**src/rtl/sr_latch_driver.sv**
```systemverilog
`default_nettype none
// ============================================================================
// Module      : sr_latch_driver
// Description : Clocked command front-end for a cross-coupled NAND SR latch.
//               Issues fixed-width active-low set/reset pulses, waits for the
//               latch to settle, then verifies its synchronized outputs.
// Revision    : 1.0 - initial release
// ============================================================================
module sr_latch_driver #(
  parameter int PULSE_CYC  = 4,
  parameter int SETTLE_CYC = 2
) (
  input  logic clk,
  input  logic rst_n,
  input  logic cmd_valid,
  output logic cmd_ready,
  input  logic cmd_op,
  output logic s_n,
  output logic r_n,
  input  logic q_in,
  input  logic q_bar_in,
  output logic done,
  output logic err,
  output logic state_q
);

  localparam int         c_SYNC_DEPTH = 2;
  localparam logic [7:0] c_PULSE_LD   = 8'(PULSE_CYC - 1);
  localparam logic [7:0] c_SETTLE_LD  = 8'(SETTLE_CYC - 1);

  if ((PULSE_CYC < 1) || (PULSE_CYC > 255)) begin : g_bad_pulse
    $error("sr_latch_driver: PULSE_CYC=%0d outside 1..255", PULSE_CYC);
  end

  if ((SETTLE_CYC < c_SYNC_DEPTH) || (SETTLE_CYC > 255)) begin : g_bad_settle
    $error("sr_latch_driver: SETTLE_CYC=%0d outside %0d..255", SETTLE_CYC, c_SYNC_DEPTH);
  end

  typedef enum logic [1:0] {
    IDLE   = 2'd0,
    PULSE  = 2'd1,
    SETTLE = 2'd2,
    CHECK  = 2'd3
  } state_t;

  state_t     r_state;
  state_t     w_state_nxt;
  logic [7:0] r_cnt;
  logic [7:0] w_cnt_nxt;
  logic       r_op;
  logic       w_op_nxt;
  logic       w_pass;

  logic       r_q_meta;
  logic       r_q_sync;
  logic       r_qb_meta;
  logic       r_qb_sync;

  logic       r_s_n;
  logic       r_r_n;
  logic       r_done;
  logic       r_err;
  logic       r_state_q;

  assign cmd_ready = (r_state == IDLE) && rst_n;

  always_comb begin
    w_state_nxt = r_state;
    w_cnt_nxt   = r_cnt;
    w_op_nxt    = r_op;
    case (r_state)
      IDLE: begin
        if (cmd_valid && cmd_ready) begin
          w_op_nxt    = cmd_op;
          w_cnt_nxt   = c_PULSE_LD;
          w_state_nxt = PULSE;
        end
      end
      PULSE: begin
        if (r_cnt == 8'd0) begin
          w_cnt_nxt   = c_SETTLE_LD;
          w_state_nxt = SETTLE;
        end else begin
          w_cnt_nxt = r_cnt - 8'd1;
        end
      end
      SETTLE: begin
        if (r_cnt == 8'd0) begin
          w_state_nxt = CHECK;
        end else begin
          w_cnt_nxt = r_cnt - 8'd1;
        end
      end
      CHECK: begin
        w_state_nxt = IDLE;
      end
      default: begin
        w_state_nxt = IDLE;
      end
    endcase
  end

  // Readback is judged on the cycle before CHECK so done/err can be registered.
  assign w_pass = (r_q_sync == r_op) && (r_qb_sync == ~r_op);

  always_ff @(posedge clk) begin
    if (!rst_n) begin
      r_state   <= IDLE;
      r_cnt     <= 8'd0;
      r_op      <= 1'b0;
      r_q_meta  <= 1'b0;
      r_q_sync  <= 1'b0;
      r_qb_meta <= 1'b0;
      r_qb_sync <= 1'b0;
      r_s_n     <= 1'b1;
      r_r_n     <= 1'b1;
      r_done    <= 1'b0;
      r_err     <= 1'b0;
      r_state_q <= 1'b0;
    end else begin
      r_state   <= w_state_nxt;
      r_cnt     <= w_cnt_nxt;
      r_op      <= w_op_nxt;
      r_q_meta  <= q_in;
      r_q_sync  <= r_q_meta;
      r_qb_meta <= q_bar_in;
      r_qb_sync <= r_qb_meta;
      // Each strobe depends on one polarity of the same op bit, so both low is impossible.
      r_s_n     <= ~((w_state_nxt == PULSE) && w_op_nxt);
      r_r_n     <= ~((w_state_nxt == PULSE) && ~w_op_nxt);
      r_done    <= (w_state_nxt == CHECK);
      r_err     <= (w_state_nxt == CHECK) && ~w_pass;
      if (r_done && !r_err) begin
        r_state_q <= r_op;
      end
    end
  end

  assign s_n     = r_s_n;
  assign r_n     = r_r_n;
  assign done    = r_done;
  assign err     = r_err;
  assign state_q = r_state_q;

endmodule
`default_nettype wire

```
**config.mk**
```make
export PLATFORM = sky130hd
export DESIGN_NAME = sr_latch_driver
export DESIGN_NICKNAME = d
export VERILOG_FILES = /design/src/rtl/sr_latch_driver.sv
export SDC_FILE = /design/constraint.sdc
export NUM_CORES = 1
export LEC_CHECK = 0
export BUFFER_PORTS_ARGS = -buffer_cell sky130_fd_sc_hd__buf_2
export CORE_MARGIN = 5
export CORE_UTILIZATION = 40
export CTS_BUF_LIST = sky130_fd_sc_hd__clkbuf_4 sky130_fd_sc_hd__clkbuf_8 sky130_fd_sc_hd__clkbuf_16
export DETAILED_ROUTE_END_ITERATION = 10
export PLACE_DENSITY = 0.63
export SLEW_MARGIN = 20
export SYNTH_ARGS = -nofsm -noshare
export SYNTH_HDL_FRONTEND = slang
export SYNTH_SLANG_ARGS = --single-unit
```
**constraint.sdc**
```tcl
create_clock -name clk -period 2 [get_ports clk]
set_input_delay 0.1 -clock clk [delete_from_list [all_inputs] [get_ports clk]]
set_output_delay 0.1 -clock clk [all_outputs]
set_load 0.005 [all_outputs]
```
# Word level (Yosys, flattened, before mapping)
# Cells that the tools add are included.
[totals]
reg_bits = 20
output_inout_bits = 6
[op_classes]
eq_ne = 9
reduce_logical = 12
bitwise = 5
add_sub_neg = 1
mux = 10
[op_table]
columns = ["cell", "n"]
rows = [
  ["two-way mux 8 bit", 3],
  ["case mux 8 bit (3 select lines)", 1],
  ["zero test 8 bit", 1],
  ["case mux 2 bit (4 select lines)", 1],
  ["subtractor 8 x 1 -> 8 bit (second input constant)", 1],
  ["logical AND 1 bit", 7],
  ["== test 2 bit (second input constant)", 3],
  ["two-way mux 2 bit", 3],
  ["inverter 1 bit", 5],
  ["== test 2 x 1 -> 1 bit (second input constant)", 2],
  ["AND reduction 3 bit", 1],
  ["nonzero test 3 bit", 1],
  ["== test 1 bit", 2],
  ["zero test 2 bit", 1],
  ["two-way mux 1 bit", 2],
  ["inequality test 2 x 1 -> 1 bit (second input constant)", 1],
  ["inequality test 2 bit (second input constant)", 1],
  ["zero test 1 bit", 1],
]

# Logic depth before layout (Yosys ltp)
[depth]
depth_word = 8
mapped_depth = 8
ltp_nobuf = 8

# Least setup slack after synthesis
# No wires, ideal clock.
[synth_timing]
kind = "register to register"
startpoint = "reg r_cnt[0]"
endpoint = "reg r_s_n, in the netlist s_n"
arrival_time_ns = 1.651
path_stages_with_launch = 8
setup_time_ns = 0.127
path_buffers = 0
period_less_slack_ns = 1.778
setup_slack_ns = 0.222
path_cell_list = "dfxtp_1 > inv_1 > ha_1 > nor3b_2 > nand3_4 > a21boi_1 > o22a_1 > or3_1"
[synth_between]
elab_chain_len = 6
elab_cells_between_ends = 7
cone_classes = "eq/ne (1); mux (3); bitwise (1); reduce/logical (2)"
[synth_rtl]
columns = ["item", "line", "source"]
rows = [
  ["start, declared", "48", "logic [7:0] r_cnt;"],
  ["start signal, assigned", "122", "r_cnt <= w_cnt_nxt;"],
  ["zero test 8 bit (*)", "80, 88", ""],
  ["two-way mux 2 bit, on equally long branches", "88, 80", ""],
  ["case mux 2 bit (4 select lines) (*)", "71", "case (r_state)"],
  ["== test 2 x 1 -> 1 bit (*)", "129", "r_s_n <= ~((w_state_nxt == PULSE) && w_op_nxt);"],
  ["logical AND 1 bit (*)", "129", ""],
  ["inverter 1 bit (*)", "129", ""],
  ["end signal, assigned", "129", ""],
  ["end, declared", "59", "logic r_s_n;"],
]
# Mark *: on every way between the ends. The rest lies on a longest branch, timed or not.
# A chain may end at the register's enable or synchronous reset.

# Worst setup path after layout
# Ends and elaborated chain as after synthesis.

==> flow_summary.toml <==
[run_status]
status = "completed"

[cts]
cts.clk_slew.worst_paths_ns = 0.11
clock_latency_ns = 0.30
cts_made_buffers = 3
h-tree-depth = 1
post_cts_buffers = 0
cts-root-buf = "clkbuf_4"
cts_num_sinks = 20
cts_tree = "yes"
cts_buffer_depth = 2

[die]
die_y_um = 58.6
pin_count = 12
fp.dieW_um = 58.6
core-area_um2 = 2230
rows = 17
die_area_um2 = 3430
start_util_pct = 42.3

[critical_path]
worstSetupEndpointType = "register"
critical_path_arrival_ns = 2.05
start_kind = "register"
crit_type = "reg -> reg"
crit_required_ns = 2.19
crit_fanout = 4

[job]
maxCapViolCount = 0

[power]
total_power_uw = 1830
p_leak_uw = 0.000473
power_density_nw_per_um2 = 1680
max-vdd-ir-drop_v = 0.000933

[worst_hold_path]
hold_class = "in -> reg"

[logic_synthesis]
synth_top_area_share_pct = 42.4
ys_seq_area_share_pct = 42.4
syn-instance-count = 104
yosys.area.top_type = "dfxtp_1"
ys_warn_count = 0
synth.net_count = 117
ys_ff_latch = 20
syn_area_per_cell_um2 = 9.08
syn_area_um2 = 945
ys_types = 27
synth.area.top_cells = "dfxtp_1 (42%), ha_1 (9.3%), xor2_1 (5.6%), nor2_1 (5.2%), and2_1 (4.0%)"

[global_routing]
overflow = 0
grtUsageTotal_pct = 12.0
grt_pass1_wl_um = 3210
grt_pass1_vias = 760
antenna_found_initial = 0
grt_max_degree = 12

[timing]
finalMaxSlewViolations = 0
setup_violations = 0
setup_tns_ns = 0
skew_ns = 0.00654
tightest_slew_ns = 0.361
hold_violations = 0
min_period_ns = 1.87
clock.fmax_mhz = 536
rsz0062_at_grt = "no"
period_share_pct = 93.3
max_slew_margin_pct = 75.8

[placed_design]
post_dp_cell_area_um2 = 1050
dp_hpwl_um = 1320
place_congestion = 0.813
port_buffers = 11

[route]
drtPass1Iterations = 4
vias_per_cell = 5.06
drc_errors = 0
totalWireLength_um = 1790
dr.first_iter.drc_count = 13
vias = 754
wl_per_cell_um = 12.0
ant_nets = 0

[final_layout]
utilization_pct = 48.9
drive_gt1_share_pct = 17.4
nets = 136
antennaDiodeCount = 0
layout_commonest_cell = "dfxtp_1"
synthToLayoutAreaGrowth_pct = 15.5
final_cell_mix = "dfxtp_1 (19), nor2_1 (13), buf_2 (11)"
final_area_um2 = 1090
## cell families (layout without fill, tap and decap cells)
logic type	Yosys count	count (layout)	share of synthesized area, %
adders and majority gates	7	7	9.27
AOI/OAI and AO/OA	16	16	10.6
DFF	20	20	42.4
xor gates and xnor gates	6	6	5.56
muxes	2	2	2.12
buffers and inverters	8	25	3.18
and+or+nand+nor	45	45	26.9
## cell type report
type,instances,area [µm²]
multi-input combinational,76,515
clock buffer,3,22.5
fill,215,1140
inverter,7,26.3
timing repair buffer,15,90.1
tap,28,35.0
sequential,20,402
## registers in the layout, summed over array words and instances, names as in the netlist
| name | flops |
|---|---|
| r_n | 1 |
| r_qb_sync | 1 |
| r_qb_meta | 1 |
| s_n | 1 |
| r_cnt | 8 |
| r_state | 2 |
| r_q_meta | 1 |
| state_q | 1 |
| r_op | 1 |
| r_q_sync | 1 |
| done | 1 |
| err | 1 |
## power breakdown
group / internal, µW / leakage (µW) / switching [µW]
clock: 70.1 / 0.0000138 / 116
combinational: 447 / 0.000295 / 556
sequential: 517 / 0.000164 / 127
## stage by stage
| step | instances | hold slack, ns | worst slack, ns |
|---|---|---|---|
| after floorplan | 104 | 0.227 | 0.222 |
| after global placement | 144 | 0.306 | 0.209 |
| after detailed placement | 144 | 0.310 | 0.132 |
| after CTS | 149 | 0.0861 | 0.0966 |
| after global routing | 149 | 0.106 | 0.0151 |
| final | 149 | 0.0960 | 0.135 |
## per-layer routing
metal,vias up,wire (µm),global-route usage (%)
met2,17,890,21.2
met4,0,26,5.83
met1,339,783,13.5
li1,394,-,-
met3,4,92,2.85
met5,-,0,0
## cells in the mapped netlist
cell / number
a211oi_1: 1
a21boi_1: 1
a21oi_1: 5
a221o_1: 1
a31oi_1: 1
and2_1: 6
clkbuf_1: 1
dfxtp_1: 20
ha_1: 7
inv_1: 7
mux2i_1: 2
nand2_1: 7
nand3_1: 4
nand3_4: 1
nand4_1: 3
nor2_1: 13
nor2b_1: 2
nor3_1: 4
nor3b_2: 1
nor4_1: 1
nor4_4: 1
o211ai_1: 1
o21a_1: 1
o21ai_0: 4
o22a_1: 1
or3_1: 2
xor2_1: 6
## path summary, 6_finish.rpt
path	start	to	slack [ns]	cells past startpoint
worst max-delay path	r_cnt[0]	s_n	0.13	8
worst min-delay path	cmd_op	r_op	0.1	3
worst max register to register	r_cnt[0]	s_n	0.13	8
worst min register to register	r_qb_meta	r_qb_sync	0.45	1
## critical path, stage by stage (launching register included)
cell and delay (ns):
dfxtp_2 0.37, inv_1 0.05, ha_1 0.20, nor3b_2 0.18
buf_4 0.15, nand2_1 0.12, a21boi_1 0.09, o22a_1 0.22
or3_1 0.38
## what timing repair did
item	CTS	global route
hold buffers	2	0
hold endpoints to repair	2	0
endpoints found under the setup margin	0	7
gates resized for setup	0	2
Note: power is estimated with default switching activity, not from simulation.
